<file path="config.mk">
export PLATFORM = sky130hd
export DESIGN_NAME = ifu_fetch
export DESIGN_NICKNAME = d
export VERILOG_FILES = /design/src/rtl/ifu_fetch_pkg.sv /design/src/rtl/ifu_fifo.sv /design/src/rtl/ifu_fetch.sv
export SDC_FILE = /design/constraint.sdc
export NUM_CORES = 1
export LEC_CHECK = 0
export ABC_AREA = 0
export BUFFER_PORTS_ARGS = -buffer_cell sky130_fd_sc_hd__buf_4
export CAP_MARGIN = 10
export CORE_ASPECT_RATIO = 1.25
export CORE_MARGIN = 5
export CORE_UTILIZATION = 50
export DETAILED_ROUTE_END_ITERATION = 12
export PLACE_DENSITY_LB_ADDON = 0.2
export SETUP_SLACK_MARGIN = 0.05
export SLEW_MARGIN = 15
export SYNTH_ARGS = -nofsm -noshare
export SYNTH_HDL_FRONTEND = slang
export SYNTH_HIERARCHICAL = 1
export SYNTH_SLANG_ARGS = --single-unit
</file>
<file path="constraint.sdc">
create_clock -name clk -period 11 [get_ports clk]
set_input_delay 1.65 -clock clk [delete_from_list [all_inputs] [get_ports clk]]
set_output_delay 1.65 -clock clk [all_outputs]
set_load 0.03 [all_outputs]
</file>
<file path="src/rtl/ifu_fetch_pkg.sv">
// Shared definitions for the instruction fetch unit: bus widths, the NOP
// instruction presented on an empty fetch buffer, and the pipeline hold codes.
package ifu_fetch_pkg;

   localparam int INST_BUS_W      = 32;
   localparam int INST_ADDR_BUS_W = 32;
   localparam int HOLD_FLAG_BUS_W = 3;

   localparam logic [31:0] INST_NOP  = 32'h0000_0013;
   localparam logic [31:0] ZERO_WORD = 32'h0000_0000;

   // Pipeline hold codes; any code at or above HOLD_PC freezes the fetch head.
   typedef enum logic [2:0] {
      HOLD_NONE = 3'd0,
      HOLD_PC   = 3'd1,
      HOLD_IF   = 3'd2,
      HOLD_ID   = 3'd3
   } hold_e;

   // Counter width able to hold the values 0..depth inclusive.
   function automatic int cnt_width(input int depth);
      return $clog2(depth + 1);
   endfunction

endpackage

</file>
<file path="src/rtl/ifu_fifo.sv">
// Small synchronous circular FIFO. Used both as the {addr, inst} prefetch
// buffer and as the address tag queue for fetches still in flight.
// A pop on an empty FIFO and a push on a full FIFO without a pop are ignored.
module ifu_fifo
   import ifu_fetch_pkg::*;
#(
   parameter int DEPTH = 2,
   parameter int WIDTH = 32
) (
   input  logic                         clk,
   input  logic                         rst,
   input  logic                         flush,
   input  logic                         push,
   input  logic [WIDTH-1:0]             push_data,
   input  logic                         pop,
   output logic [WIDTH-1:0]             head_data,
   output logic [$clog2(DEPTH+1)-1:0]   count
);

   localparam int CNT_W = cnt_width(DEPTH);
   localparam int PTR_W = (DEPTH > 1) ? $clog2(DEPTH) : 1;

   logic [WIDTH-1:0] mem_r [DEPTH];
   logic [PTR_W-1:0] rd_ptr_r;
   logic [PTR_W-1:0] wr_ptr_r;
   logic [CNT_W-1:0] count_r;
   logic             pop_s;
   logic             push_s;

   // Advance a pointer, wrapping at the last entry.
   function automatic logic [PTR_W-1:0] next_ptr(input logic [PTR_W-1:0] ptr);
      logic [PTR_W-1:0] nxt;
      if (ptr == PTR_W'(DEPTH - 1)) begin
         nxt = {PTR_W{1'b0}};
      end else begin
         nxt = ptr + PTR_W'(1);
      end
      return nxt;
   endfunction

   // Qualify push/pop against the current occupancy.
   always_comb begin
      pop_s  = 1'b0;
      push_s = 1'b0;
      if (pop && (count_r != {CNT_W{1'b0}})) begin
         pop_s = 1'b1;
      end else begin
         pop_s = 1'b0;
      end
      if (push && ((count_r != CNT_W'(DEPTH)) || pop_s)) begin
         push_s = 1'b1;
      end else begin
         push_s = 1'b0;
      end
   end

   // Entry storage; contents need no reset because count gates visibility.
   always_ff @(posedge clk) begin
      if (push_s && !rst && !flush) begin
         mem_r[wr_ptr_r] <= push_data;
      end
   end

   // Pointer and occupancy bookkeeping; reset and flush both empty the FIFO.
   always_ff @(posedge clk) begin
      if (rst || flush) begin
         rd_ptr_r <= {PTR_W{1'b0}};
         wr_ptr_r <= {PTR_W{1'b0}};
         count_r  <= {CNT_W{1'b0}};
      end else begin
         if (push_s) begin
            wr_ptr_r <= next_ptr(wr_ptr_r);
         end
         if (pop_s) begin
            rd_ptr_r <= next_ptr(rd_ptr_r);
         end
         case ({push_s, pop_s})
            2'b10:   count_r <= count_r + CNT_W'(1);
            2'b01:   count_r <= count_r - CNT_W'(1);
            default: count_r <= count_r;
         endcase
      end
   end

   assign head_data = mem_r[rd_ptr_r];
   assign count     = count_r;

endmodule

</file>
<file path="src/rtl/ifu_fetch.sv">
// Instruction fetch unit: owns the PC, issues word reads with a credit limit
// shared between in-flight fetches and buffered instructions, drops responses
// belonging to fetches made before a jump, and presents the buffer head to
// the IF/ID register.
module ifu_fetch
   import ifu_fetch_pkg::*;
#(
   parameter int              ADDR_W   = 32,
   parameter int              DATA_W   = 32,
   parameter logic [ADDR_W-1:0] RESET_PC = 32'h0000_0000,
   parameter int              DEPTH    = 2
) (
   input  logic              clk,
   input  logic              rst,
   input  logic              jump_flag_i,
   input  logic [ADDR_W-1:0] jump_addr_i,
   input  logic [2:0]        hold_flag_i,
   output logic              ibus_req_o,
   output logic [ADDR_W-1:0] ibus_addr_o,
   input  logic              ibus_gnt_i,
   input  logic              ibus_rvalid_i,
   input  logic [DATA_W-1:0] ibus_rdata_i,
   output logic [DATA_W-1:0] inst_o,
   output logic [ADDR_W-1:0] inst_addr_o,
   output logic              inst_valid_o
);

   localparam int CNT_W = cnt_width(DEPTH);

   logic [ADDR_W-1:0]        pc_r;
   logic [CNT_W-1:0]         discard_r;
   logic [ADDR_W-1:0]        last_addr_r;

   logic [CNT_W-1:0]         outstanding_s;
   logic [CNT_W-1:0]         buf_count_s;
   logic [ADDR_W-1:0]        tag_addr_s;
   logic [ADDR_W+DATA_W-1:0] buf_head_s;
   logic                     buf_valid_s;
   logic                     buf_push_s;
   logic                     pop_s;
   logic                     fire_s;
   logic                     issue_ok_s;
   logic [CNT_W:0]           credit_s;
   logic [ADDR_W-1:0]        jump_target_s;
   logic                     unused_jump_lsb_s;

   // The two low bits of a jump target carry no information for word fetch.
   assign jump_target_s     = {jump_addr_i[ADDR_W-1:2], 2'b00};
   assign unused_jump_lsb_s = ^jump_addr_i[1:0];

   // Occupancy of the prefetch buffer drives the head valid flag.
   assign buf_valid_s = (buf_count_s != {CNT_W{1'b0}});

   // Consume/issue decisions: a jump cancels both, a hold blocks the pop.
   always_comb begin
      pop_s      = 1'b0;
      credit_s   = {(CNT_W+1){1'b0}};
      issue_ok_s = 1'b0;
      fire_s     = 1'b0;
      buf_push_s = 1'b0;
      if (buf_valid_s && (hold_flag_i < HOLD_PC) && !jump_flag_i) begin
         pop_s = 1'b1;
      end else begin
         pop_s = 1'b0;
      end
      // A pop this cycle frees a slot, so it can be reused immediately.
      credit_s = {1'b0, outstanding_s} + {1'b0, buf_count_s}
                 - {{CNT_W{1'b0}}, pop_s};
      if ((credit_s < (CNT_W+1)'(DEPTH)) && !jump_flag_i && !rst) begin
         issue_ok_s = 1'b1;
      end else begin
         issue_ok_s = 1'b0;
      end
      fire_s = issue_ok_s && ibus_gnt_i;
      // Responses still owed to pre-jump fetches never reach the buffer.
      if (ibus_rvalid_i && !jump_flag_i && (discard_r == {CNT_W{1'b0}})) begin
         buf_push_s = 1'b1;
      end else begin
         buf_push_s = 1'b0;
      end
   end

   // Request stays stable until granted because the credit sum only shrinks
   // while ungranted; only a jump withdraws it.
   assign ibus_req_o  = issue_ok_s;
   assign ibus_addr_o = pc_r;

   // Program counter: redirect beats sequential advance.
   always_ff @(posedge clk) begin
      if (rst) begin
         pc_r <= RESET_PC;
      end else if (jump_flag_i) begin
         pc_r <= jump_target_s;
      end else if (fire_s) begin
         pc_r <= pc_r + ADDR_W'(4);
      end
   end

   // Count of in-flight responses that must be thrown away after a jump.
   always_ff @(posedge clk) begin
      if (rst) begin
         discard_r <= {CNT_W{1'b0}};
      end else if (jump_flag_i) begin
         if (ibus_rvalid_i && (outstanding_s != {CNT_W{1'b0}})) begin
            discard_r <= outstanding_s - CNT_W'(1);
         end else begin
            discard_r <= outstanding_s;
         end
      end else if (ibus_rvalid_i && (discard_r != {CNT_W{1'b0}})) begin
         discard_r <= discard_r - CNT_W'(1);
      end
   end

   // Remember the address of the most recently consumed instruction.
   always_ff @(posedge clk) begin
      if (rst) begin
         last_addr_r <= {ADDR_W{1'b0}};
      end else if (pop_s) begin
         last_addr_r <= buf_head_s[ADDR_W+DATA_W-1:DATA_W];
      end
   end

   // Tag queue: address of every granted fetch, retired in response order.
   // Its occupancy is the number of outstanding fetches; a jump does not
   // flush it because the discarded responses still retire their tags.
   ifu_fifo #(
      .DEPTH (DEPTH),
      .WIDTH (ADDR_W)
   ) u_tag_queue (
      .clk       (clk),
      .rst       (rst),
      .flush     (1'b0),
      .push      (fire_s),
      .push_data (pc_r),
      .pop       (ibus_rvalid_i),
      .head_data (tag_addr_s),
      .count     (outstanding_s)
   );

   // Prefetch buffer of {addr, inst}; a jump empties it.
   ifu_fifo #(
      .DEPTH (DEPTH),
      .WIDTH (ADDR_W + DATA_W)
   ) u_prefetch_buf (
      .clk       (clk),
      .rst       (rst),
      .flush     (jump_flag_i),
      .push      (buf_push_s),
      .push_data ({tag_addr_s, ibus_rdata_i}),
      .pop       (pop_s),
      .head_data (buf_head_s),
      .count     (buf_count_s)
   );

   // Present the buffer head, or a NOP at the last delivered address.
   always_comb begin
      inst_valid_o = 1'b0;
      inst_o       = DATA_W'(INST_NOP);
      inst_addr_o  = last_addr_r;
      if (buf_valid_s) begin
         inst_valid_o = 1'b1;
         inst_o       = buf_head_s[DATA_W-1:0];
         inst_addr_o  = buf_head_s[ADDR_W+DATA_W-1:DATA_W];
      end else begin
         inst_valid_o = 1'b0;
         inst_o       = DATA_W'(INST_NOP);
         inst_addr_o  = last_addr_r;
      end
   end

endmodule

</file>
==> results of run 1 <==
-- final cells by class --
cell class,count,area (µm²),share of cell area (%)
Inverter,17,63.8,0.475
Clock inverter,15,176,1.31
Timing Repair Buffer,176,1320,9.84
Sequential cell,266,7250,54.0
Tap cell,279,349,2.60
Clock buffer,33,708,5.28
Multi-Input combinational cell,488,3560,26.5
-- placed cells by master, fill, tap and decap left out, types with 16 or more instances in the layout --
| cell type | synthesis | routed |
|---|---|---|
| inv_1 | 16 | 16 |
| edfxtp_1 | 192 | 192 |
| nor2_1 | 32 | 30 |
| a21oi_1 | 39 | 39 |
| and2_1 | 31 | 31 |
| nand2_1 | 87 | 86 |
| xnor2_1 | 19 | 19 |
| mux2_2 | 128 | 128 |
| clkbuf_16 | 0 | 27 |
| dfxtp_1 | 74 | 73 |
| buf_4 | 2 | 176 |
-- per-stage QoR --
step           hold WS, ps  setup slack [ps]
2_1_floorplan          434               941
3_3_place_gp           438              5020
3_5_place_dp           447              5040
4_1_cts                456              5030
5_1_grt                470              4780
6_report               452              5020
-- worst max-delay path: cells and delay by family --
family                     cells  cell delay (ps)
adders and majority gates      2              650
and+or+nand+nor                4              910
buffers and inverters          4              800
xor gates and xnor gates       1              310
-- final timing paths --
check | startpoint | end | slack (ps) | depth (start not counted)
worst min-delay path | last_addr_r[25] | last_addr_r[25] | 450 | 2
worst max-delay path | jump_flag_i | ibus_req_o | 5020 | 11
worst min register to register | last_addr_r[25] | last_addr_r[25] | 450 | 2
worst max register to register | u_prefetch_buf/count[0] | u_tag_queue/mem_r[1][9] | 6100 | 15
-- registers in the layout, indices dropped and copies added (netlist names), named ones only --
register and count:
u_tag_queue/wr_ptr_r 1, u_prefetch_buf/wr_ptr_r 1, u_prefetch_buf/rd_ptr_r 1, u_tag_queue/mem_r 64
u_prefetch_buf/mem_r 128, u_tag_queue/count 2, u_prefetch_buf/count 2, last_addr_r 32
discard_r 2, u_tag_queue/rd_ptr_r 1, ibus_addr_o 30
-- power by group through the flow --
stage               clock [µW]  combinational, µW  sequential [µW]
floorplan                    0               59.1             1140
global placement             0                126             1130
detailed placement           0                127             1130
CTS                        932                128             1110
global route               973                136             1110
finish                     907                127             1110
-- cells in the mapped netlist (all sizes together), types with 8 or more instances --
cell / count / area (µm²)
a211oi: 14 / 105
a21oi: 39 / 195
and2: 31 / 194
buf: 19 / 108
clkbuf: 23 / 86.3
dfxtp: 74 / 1480
edfxtp: 192 / 5770
inv: 16 / 60.1
mux2: 130 / 1460
nand2: 87 / 327
nand3: 10 / 55.1
nand4: 11 / 68.8
nor2: 32 / 120
nor3: 8 / 40.0
nor4: 10 / 62.6
o21ai: 10 / 50.1
or3: 10 / 62.6
xnor2: 19 / 166
xor2: 8 / 70.1
-- routing by layer --
| metal | part of all wire, % | track usage, % | vias to the layer above |
|---|---|---|---|
| li1 | - | - | 3298 |
| met1 | 42 | 23.7 | 3302 |
| met2 | 50 | 32.0 | 219 |
| met3 | 6.1 | 2.61 | 45 |
| met4 | 2.2 | 5.51 | 0 |
| met5 | 0 | 0 | - |
-- cells by family (layout without fill, tap and decap cells) --
group                    count (synthesis)  in the layout
AO/OA/AOI/OAI                           88             88
XOR/XNOR                                27             27
adder cells (fa/ha/maj)                  8              8
buffers and inverters                   59            241
flip-flops                             266            266
multiplexers                           132            132
other                                    1             12
AND/OR/NAND/NOR                        221            221
==> impl_results.md, run 1 <==
- Status: finished clean
- Worst slew pin tran: 862 ps
- Setup TNS after final layout: 0 ps
- Hold Vio Cnt, Final: 0
- Startpoint types: input pin
- Placed Area: 0.0125 mm²
- Final wirelength: 23300 µm
- Most used cell, CP: buf_4
- VDD IR max: 0.000121 V
- Layout cells sized above 1: 35.6%
- Clock sinks: 266
- CTS tree: yes
- GRT overflow: 0
- Worst Setup End Kind: output pin
- Layout fillers: 1728
- Slew headroom: 42.6%
- Internal power: 1690 µW
- Max Freq: 0.167 GHz
- Share of power burned in registers: 51.7%
- Cell Area, Synth: 0.0110 mm²
- Max-slew violations: 0
- Placer Congestion: 0.878
- Dpl hpwl: 14900 µm
- Cells after DPL: 1226
- YS warnings: 6
- PostCTS Resize Cnt: 0
- Synth Area in Simple Gates: 9.95%
- Post-Synth Adder-Cell Area: 0.979%
- Slowest CP cell: nor4_1
- Setup Viol. Count Final: 0
- First-pass GRT wire length: 37000 µm
- Period utilization: 54.4%
- Effective utilization at floorplan: 50.9%
- Layout Skew: 13.4 ps
- Core Util, Final: 62.1%
- Antenna-violating nets left: 0
- Asr flop ratio synth: 0%
- Area Growth Syn to Fin: 22.1%
- Die Wd: 143 µm
- Root buf cell: clkbuf_16
- Sequential element share of the synthesized area: 65.9%
- RSZ-0062 raised after global routing: no
- DR vias/cell: 5.39
- Die Y: 176 µm
- Sw Pwr: 451 µW
- Initial antenna violation count: 0
- Post-Layout Inst Area: 0.0134 mm²
- CTS clk-pin slew, worst paths: 60 ps
- Total power: 2140 µW
- Worst Hold Class: flip-flop to flip-flop
- Port buffer count: 165
- Combinational Power Share: 5.9%
- Fin cells: 1274
- Post-synth top flop: edfxtp_1
- Die Area: 0.0251 mm²
- Post-synth cell types: 49
- Switching share of power: 21.0%
- PD cells: 159 mW/mm²
- Crit Path Category: input pin to output pin
- Hold buffers post-CTS: 0
- Xor and xnor fraction of the mapped netlist area: 2.15%
- Post-synth EDFFs: 192
- Crit path cell chain: buf_4 -> nor4_1 -> nand2_1 -> buf_4 -> inv_1 -> ha_1 -> nand2b_1 -> fa_1 -> xor2_1 -> and3_1 -> buf_4
- 1st-iter DRT viols: 266
- Average wire per standard cell: 18.3 µm
- CTS Buf Count: 26
- Clock power frac: 42.4%
- Synth Instances: 802
- Gr usage total: 18.4%
- DRC Markers: 0
- Final nets: 1055
- Mux cell area share after synthesis: 13.5%
- Critical Path RT: 9350 ps
- Pin count of the biggest net entering global routing: 75
- Worst-Skew Late Latency: 520 ps
- Postcts setup bufs: 0
- CP Max Fanout: 33
- Via count: 6864
- Compound-cell area share of the yosys netlist: 5.14%
- Syn avg cell area: 13.7 µm²
- H-tree levels: 1
- Post-layout min period: 5980 ps
- Arr. time, crit path: 4330 ps
- Top Ports: 170
- Vias in the first global route: 6970
- Clock Tree Buf Depth: 3
- Ant. Diodes: 0
- Static leakage: 0.00480 µW
- Yosys reg bits: 266
- Row count: 60
- Drt pass-1 iters: 5
- Largest family of logic cells by synthesized area: multiplexers
- Crit path largest cell delay: 430 ps
- Core area: 0.0216 mm²
- Max cap viols: 0
No activity file was read; power rests on OpenSTA's default activity.
==> run 2: changes to the inputs <==
Settings changed: ABC_AREA 0 to 1.
Clock period 11 ns to 4.95 ns, I/O delays scaled along.
==> run 2 against run 1 <==
  * Core utilization is 1.7 points lower
  * Non-clock buffer count decreased by 2
  * Final cell count up 24%
  * Flip-flop and latch count stayed put
  * Largest cell class unchanged
  * Sequential share of layout area decreased by 3.5 points
  * Register-to-register slack worse by 4800 ps
  * Design area up 7.1%
  * Total power increased by 120%
  * Critical path type is now input pin to flip-flop
==> impl_results.md, run 2 <==
- Static leakage: 0.00553 µW (was 0.00480 µW)
- GRT overflow: 0 (unchanged)
- Asr flop ratio synth: 0% (unchanged)
- CTS Buf Count: 26 (unchanged)
- Max cap viols: 0 (unchanged)
- Area leader, netlist: edfxtp_1 (unchanged)
- DR vias/cell: 4.96 (was 5.39)
- Layout Skew: 9.29 ps (was 13.4 ps)
- Largest register FFs: 128 (unchanged)
- Commonest cells in the netlist: edfxtp_1 (192), nand2_1 (173), nor2_1 (128) (was edfxtp_1 (192), mux2_2 (128), nand2_1 (87))
- Critical Path RT: 5120 ps (was 9350 ps)
- Clock Tree Buf Depth: 3 (unchanged)
- Hold Startpoint: ibus_rdata_i[0] (was last_addr_r[25])
- Worst slew pin tran: 1050 ps (was 862 ps)
- PostCTS Resize Cnt: 0 (unchanged)
- Worst-Skew Late Latency: 510 ps (was 520 ps)
- Area contributors post-synth: edfxtp_1 (48%), dfxtp_1 (12%), mux2_4 (11%) (was edfxtp_1 (52%), dfxtp_1 (13%), mux2_2 (13%))
- Max-slew violations: 0 (unchanged)
- PD cells: 330 mW/mm² (was 159 mW/mm²)
- Hold buffers post-CTS: 0 (unchanged)
- Top Registers: u_prefetch_buf/mem_r x128, u_tag_queue/mem_r x64, last_addr_r x32 (unchanged)
- Arr. time, crit path: 3880 ps (was 4330 ps)
- Startpoint types: input pin (unchanged)
- Layout cells sized above 1: 27.8% (was 35.6%)
- Cell Area, Synth: 0.0121 mm² (was 0.0110 mm²)
- Yosys reg bits: 266 (unchanged)
- WHS: 409 ps (was 452 ps)
- VDD IR max: 0.000256 V (was 0.000121 V)
- Crit Path Category: input pin to flip-flop (was input pin to output pin)
- Post-synth EDFFs: 192 (unchanged)
- Via count: 7874 (was 6864)
- Area Growth Syn to Fin: 18.4% (was 22.1%)
- Dpl hpwl: 16500 µm (was 14900 µm)
- Post-synth top flop: edfxtp_1 (unchanged)
- Post-synth cell types: 42 (was 49)
- Final nets: 1321 (was 1055)
- CTS tree: yes (unchanged)
- Total power: 4740 µW (was 2140 µW)
- Syn avg cell area: 11.2 µm² (was 13.7 µm²)
- Sequential element share of the synthesized area: 59.7% (was 65.9%)
- Vias in the first global route: 7742 (was 6970)
- Clock sinks: 266 (unchanged)
- Reg with most FFs: u_prefetch_buf/mem_r (unchanged)
- H-tree levels: 1 (unchanged)
- Pin count of the biggest net entering global routing: 66 (was 75)
- Fin cells: 1586 (was 1274)
- Die Wd: 149 µm (was 143 µm)
- Period utilization: 75.1%
- Top Ports: 170 (unchanged)
- Row count: 63 (was 60)
- Max Freq: 0.269 GHz
- Antenna-violating nets left: 0 (unchanged)
- Crit. Startpoint: jump_flag_i (unchanged)
- Effective utilization at floorplan: 51.0% (was 50.9%)
- RSZ-0062 raised after global routing: no (unchanged)
- Cells after DPL: 1538 (was 1226)
- Core Util, Final: 60.4% (was 62.1%)
- Ant. Diodes: 0 (unchanged)
- CTS clk-pin slew, worst paths: 60 ps (about the same)
- Placer Congestion: 0.861 (was 0.878)
- Worst Hold Class: input pin to flip-flop (was flip-flop to flip-flop)
- DRC Markers: 0 (unchanged)
- Most frequent cells in the layout: edfxtp_1 (192), buf_4 (174), nand2_1 (173) (was edfxtp_1 (192), buf_4 (176), mux2_2 (128))
- Layout fillers: 1983 (was 1728)
- Worst reg2reg startpoint: u_prefetch_buf/count[1] (was u_prefetch_buf/count[0])
- First-pass GRT wire length: 38800 µm (was 37000 µm)
- Area share of the largest cell type after synthesis: 47.5% (was 52.4%)
- Commonest non-fill, non-tap cell in the layout: edfxtp_1 (unchanged)
- Average wire per standard cell: 15.1 µm (was 18.3 µm)
- 1st-iter DRT viols: 403 (was 266)
- Setup Viol. Count Final: 0 (unchanged)
- Status: finished clean (unchanged)
- Synth Instances: 1080 (was 802)
- Die Area: 0.0275 mm² (was 0.0251 mm²)
- YS warnings: 6 (unchanged)
- Final wirelength: 24000 µm (was 23300 µm)
- Hold Vio Cnt, Final: 0 (unchanged)
- Postcts setup bufs: 0 (unchanged)
- Gr usage total: 17.2% (was 18.4%)
- Setup TNS after final layout: 0 ps (unchanged)
- CP Max Fanout: 32 (was 33)
- Port buffer count: 165 (unchanged)
- Root buf cell: clkbuf_16 (unchanged)
- Die Y: 184 µm (was 176 µm)
- Core area: 0.0238 mm² (was 0.0216 mm²)
- Initial antenna violation count: 0 (unchanged)
- Slew headroom: 29.9% (was 42.6%)
- Drt pass-1 iters: 4 (was 5)
- Worst Setup End Kind: flip-flop (was output pin)
- Post-layout min period: 3720 ps
- Most common cell in the netlist: edfxtp_1 (unchanged)
run 2: cell types whose count changed in the layout (fill, tap and decap cells not counted), moves of 10 or more:
cell / change
mux2_4: +90
nor4_1: -10
and2_1: -30
inv_1: +96
a211oi_1: -13
nand3_1: +41
or3_1: -10
mux2_2: -122
nor2_2: +10
xnor2_1: -19
nand2_1: +87
nor2_1: +97
o21ai_0: +70
a21oi_1: +10
run 2: critical path, stage by stage:
cell and delay (ps):
buf_4 210, nor2_1 130, nand2_1 60, nor2_1 240, ha_1 290, or2_2 310
fa_1 530, nand2_2 80, nor2_4 120, nand3_4 150, inv_2 280, nand2_1 190
nor3_4 130, buf_4 380
run 2: final timing paths:
kind	endpoint	slack, ps	cells after the start
max	u_tag_queue/mem_r[1][28]	1230	14
min	u_prefetch_buf/mem_r[0][0]	410	1
max reg2reg	u_tag_queue/mem_r[1][28]	1330	12
min reg2reg	last_addr_r[31]	450	2
run 2: cell families (layout without fill, tap and decap cells):
logic type	after synthesis	count (layout)	share of synthesized area, %
other	1	7	0.0309
multiplexers	96	96	11.7
AO/OA/AOI/OAI	151	151	6.75
flip-flops	266	266	59.7
AND/OR/NAND/NOR	390	390	13.7
buffers and inverters	165	340	6.98
XOR/XNOR	3	3	0.217
adder cells (fa/ha/maj)	8	8	0.887
run 2: where the power goes:
| part | switching (µW) | internal [µW] |
|---|---|---|
| Clock | 780 | 1180 |
| Sequential | 42.5 | 2420 |
| Combinational | 192 | 126 |
run 2: through the flow:
step           instance area [µm²]  setup slack, ps
2_1_floorplan                12200              351
3_3_place_gp                 13500              752
3_5_place_dp                 13500              687
4_1_cts                      14400             1240
5_1_grt                      14400             1030
6_report                     14400             1230
run 2: area by class of cell:
type                    instances  area, µm²  area share (%)
clock inverters                 8       93.8           0.653
inverters                     118        450            3.13
repair buffers                174       1310            9.09
flip-flops and latches        266       7250            50.5
multi-input cells             655       4090            28.4
clock buffers                  40        774            5.39
well taps                     325        407            2.83
run 2: metal layers:
layer  track usage, %  vias to the layer above  share of wire (%)
li1                 -                     3970                  -
met1             22.7                     3613                 43
met2             28.9                      242                 48
met3             2.83                       49                6.3
met4             5.82                        0                2.9
met5                0                        -                  0
==> run 3: changes to the inputs <==
Clock period 4.95 ns to 3.7 ns, I/O delays scaled along.
==> run 3 against run 2 <==
  * Largest power group unchanged
  * Global-route usage down 0.26 points
  * Clock-buffer cell count fell by 8
  * Clock power grew 44%
  * Final cell count about the same
  * Combinational power is 35% higher
  * First-iteration DRC count down 4.0%
  * Critical endpoint is now u_tag_queue/count[1]
==> impl_results.md, run 3 (same netlist as run 2, synthesis figures left out) <==
- Status: finished clean (unchanged)
- CTS tree: yes (unchanged)
- Core area: 0.0238 mm² (unchanged)
- Setup Viol. Count Final: 0 (unchanged)
- Top Registers: u_prefetch_buf/mem_r x128, u_tag_queue/mem_r x64, last_addr_r x32 (unchanged)
- Antenna-violating nets left: 0 (unchanged)
- Root buf cell: clkbuf_16 (unchanged)
- Core Util, Final: 61.1% (was 60.4%)
- CP Max Fanout: 15 (was 32)
- Commonest non-fill, non-tap cell in the layout: edfxtp_1 (unchanged)
- Hold depth: 1 (unchanged)
- Switching share of power: 21.1% (was 21.4%)
- Worst Setup End Kind: flip-flop (unchanged)
- Final wirelength: 23700 µm (was 24000 µm)
- Critical Path RT: 4140 ps (was 5120 ps)
- Worst-Skew Late Latency: 510 ps (about the same)
- VDD IR max: 0.000369 V (was 0.000256 V)
- Worst slew pin tran: 1070 ps (was 1050 ps)
- Placer Congestion: 0.815 (was 0.861)
- Largest register FFs: 128 (unchanged)
- Initial antenna violation count: 0 (unchanged)
- Reg2Reg Depth: 16 (was 12)
- Max Used Layer: met4 (unchanged)
- Pin count of the biggest net entering global routing: 66 (unchanged)
- Effective utilization at floorplan: 51.0% (unchanged)
- Area Growth Syn to Fin: 19.8% (was 18.4%)
- Port buffer count: 165 (unchanged)
- Internal power: 5160 µW (was 3720 µW)
- Die Area: 0.0275 mm² (unchanged)
- Period utilization: 85.5%
- Sw Pwr: 1380 µW (was 1010 µW)
- Drt pass-1 iters: 4 (unchanged)
- Most used cell, CP: nor2_1
- Arr. time, crit path: 3610 ps (was 3880 ps)
- CTS Buf Count: 26 (unchanged)
- Max-slew violations: 0 (unchanged)
- R2r setup slk: 540 ps (was 1330 ps)
- Layout Skew: 15.4 ps (was 9.29 ps)
- DR vias/cell: 5.03 (was 4.96)
- Slowest CP cell: fa_1 (unchanged)
- Die Y: 184 µm (unchanged)
- Startpoint types: flip-flop (was input pin)
- Reg with most FFs: u_prefetch_buf/mem_r (unchanged)
- Dpl hpwl: 16100 µm (was 16500 µm)
- Clock power frac: 43.2% (was 41.4%)
- Worst Hold Class: input pin to flip-flop (unchanged)
- Total power: 6540 µW (was 4740 µW)
- Max Freq: 0.316 GHz
- Postcts setup bufs: 0 (unchanged)
- Hold Vio Cnt, Final: 0 (unchanged)
- PD cells: 450 mW/mm² (was 330 mW/mm²)
- WHS: 225 ps (was 409 ps)
- Placed Area: 0.0136 mm² (was 0.0135 mm²)
- GRT overflow: 0 (unchanged)
- Crit Path Category: flip-flop to flip-flop (was input pin to flip-flop)
- Layout cells sized above 1: 28.8% (was 27.8%)
- Met3 routed WL: 1530 µm (was 1520 µm)
- Static leakage: 0.00558 µW (was 0.00553 µW)
- RSZ-0062 raised after global routing: no (unchanged)
- Post-Layout Inst Area: 0.0145 mm² (was 0.0144 mm²)
- First-pass GRT wire length: 38400 µm (was 38800 µm)
- Top Ports: 170 (unchanged)
- CTS clk-pin slew, worst paths: 60 ps (about the same)
- 1st-iter DRT viols: 387 (was 403)
- Crit path largest cell delay: 550 ps (was 530 ps)
- Max cap viols: 0 (unchanged)
- Die Wd: 149 µm (unchanged)
- Crit path cell chain: nor2_2 -> nor2_2 -> ha_1 -> or2_4 -> fa_1 -> nand2_2 -> nor2_4 -> nand3_4 -> inv_4 -> nand2_4 -> ha_1 -> inv_1 -> nand2_1 -> nor2_1 -> nor2_1 -> nor2_1 (was buf_4 -> nor2_1 -> nand2_1 -> nor2_1 -> ha_1 -> or2_2 -> fa_1 -> nand2_2 -> nor2_4 -> nand3_4 -> inv_2 -> nand2_1 -> nor3_4 -> buf_4)
- H-tree levels: 1 (unchanged)
- Gr usage total: 16.9% (was 17.2%)
- Ant. Diodes: 0 (unchanged)
- Routed met2 length: 11100 µm (was 11400 µm)
- Clock sinks: 266 (unchanged)
- Via count: 7987 (was 7874)
- M1 WL: 10400 µm (about the same)
- Layout fillers: 1958 (was 1983)
- Combinational Power Share: 6.6% (was 6.7%)
- Hold buffers post-CTS: 0 (unchanged)
- Slew headroom: 28.4% (was 29.9%)
- Most frequent cells in the layout: edfxtp_1 (192), nand2_1 (172), buf_4 (170) (was edfxtp_1 (192), buf_4 (174), nand2_1 (173))
- Share of power burned in registers: 50.3% (was 51.9%)
- Row count: 63 (unchanged)
- Post-layout min period: 3160 ps
- Vias in the first global route: 7686 (was 7742)
- DRC Markers: 0 (unchanged)
- PostCTS Resize Cnt: 0 (unchanged)
- Final nets: 1322 (was 1321)
- Average wire per standard cell: 14.9 µm (was 15.1 µm)
- Clock Tree Buf Depth: 3 (unchanged)
run 3: worst paths after layout:
| kind | start | end |
|---|---|---|
| max | u_prefetch_buf/count[1] | u_tag_queue/count[1] |
| min | ibus_rdata_i[3] | u_prefetch_buf/mem_r[1][3] |
| max reg2reg | u_prefetch_buf/count[1] | u_tag_queue/count[1] |
| min reg2reg | last_addr_r[2] | last_addr_r[2] |
run 3: through the flow:
| step | worst slack (ps) | cells | setup TNS, ps |
|---|---|---|---|
| 6_report | 537 | 1587 | 0 |
| 5_1_grt | 330 | 1587 | 0 |
| 4_1_cts | 512 | 1587 | 0 |
| 3_5_place_dp | 218 | 1539 | 0 |
| 3_3_place_gp | 266 | 1539 | 0 |
| 2_1_floorplan | -119 | 1086 | -3790 |
run 3: power by group through the flow:
stage / registers, µW / clock network (µW) / logic (µW)
floorplan: 3370 / 0 / 233
global placement: 3350 / 0 / 424
detailed placement: 3350 / 0 / 432
CTS: 3290 / 2900 / 434
global route: 3290 / 3020 / 471
finish: 3290 / 2820 / 429
run 3: area by class of cell:
| class | count | area, µm² | area share (%) |
|---|---|---|---|
| inverters | 118 | 457 | 3.14 |
| flip-flops and latches | 266 | 7250 | 49.9 |
| multi-input cells | 655 | 4100 | 28.2 |
| clock buffers | 32 | 734 | 5.05 |
| clock inverters | 16 | 214 | 1.47 |
| well taps | 325 | 407 | 2.80 |
| repair buffers | 175 | 1380 | 9.46 |
run 3: metal layers:
metal  track usage (%)  vias to the layer above
li1                  -                     3974
met1              23.1                     3723
met2              28.1                      247
met3              2.48                       43
met4              5.24                        0
met5                 0                        -
run 3: critical path: cells and delay by family, from the launching register on:
kind	cells	cell delay, ps
adders and majority gates	3	1140
buffers and inverters	2	300
DFF	1	430
and+or+nand+nor	11	1220
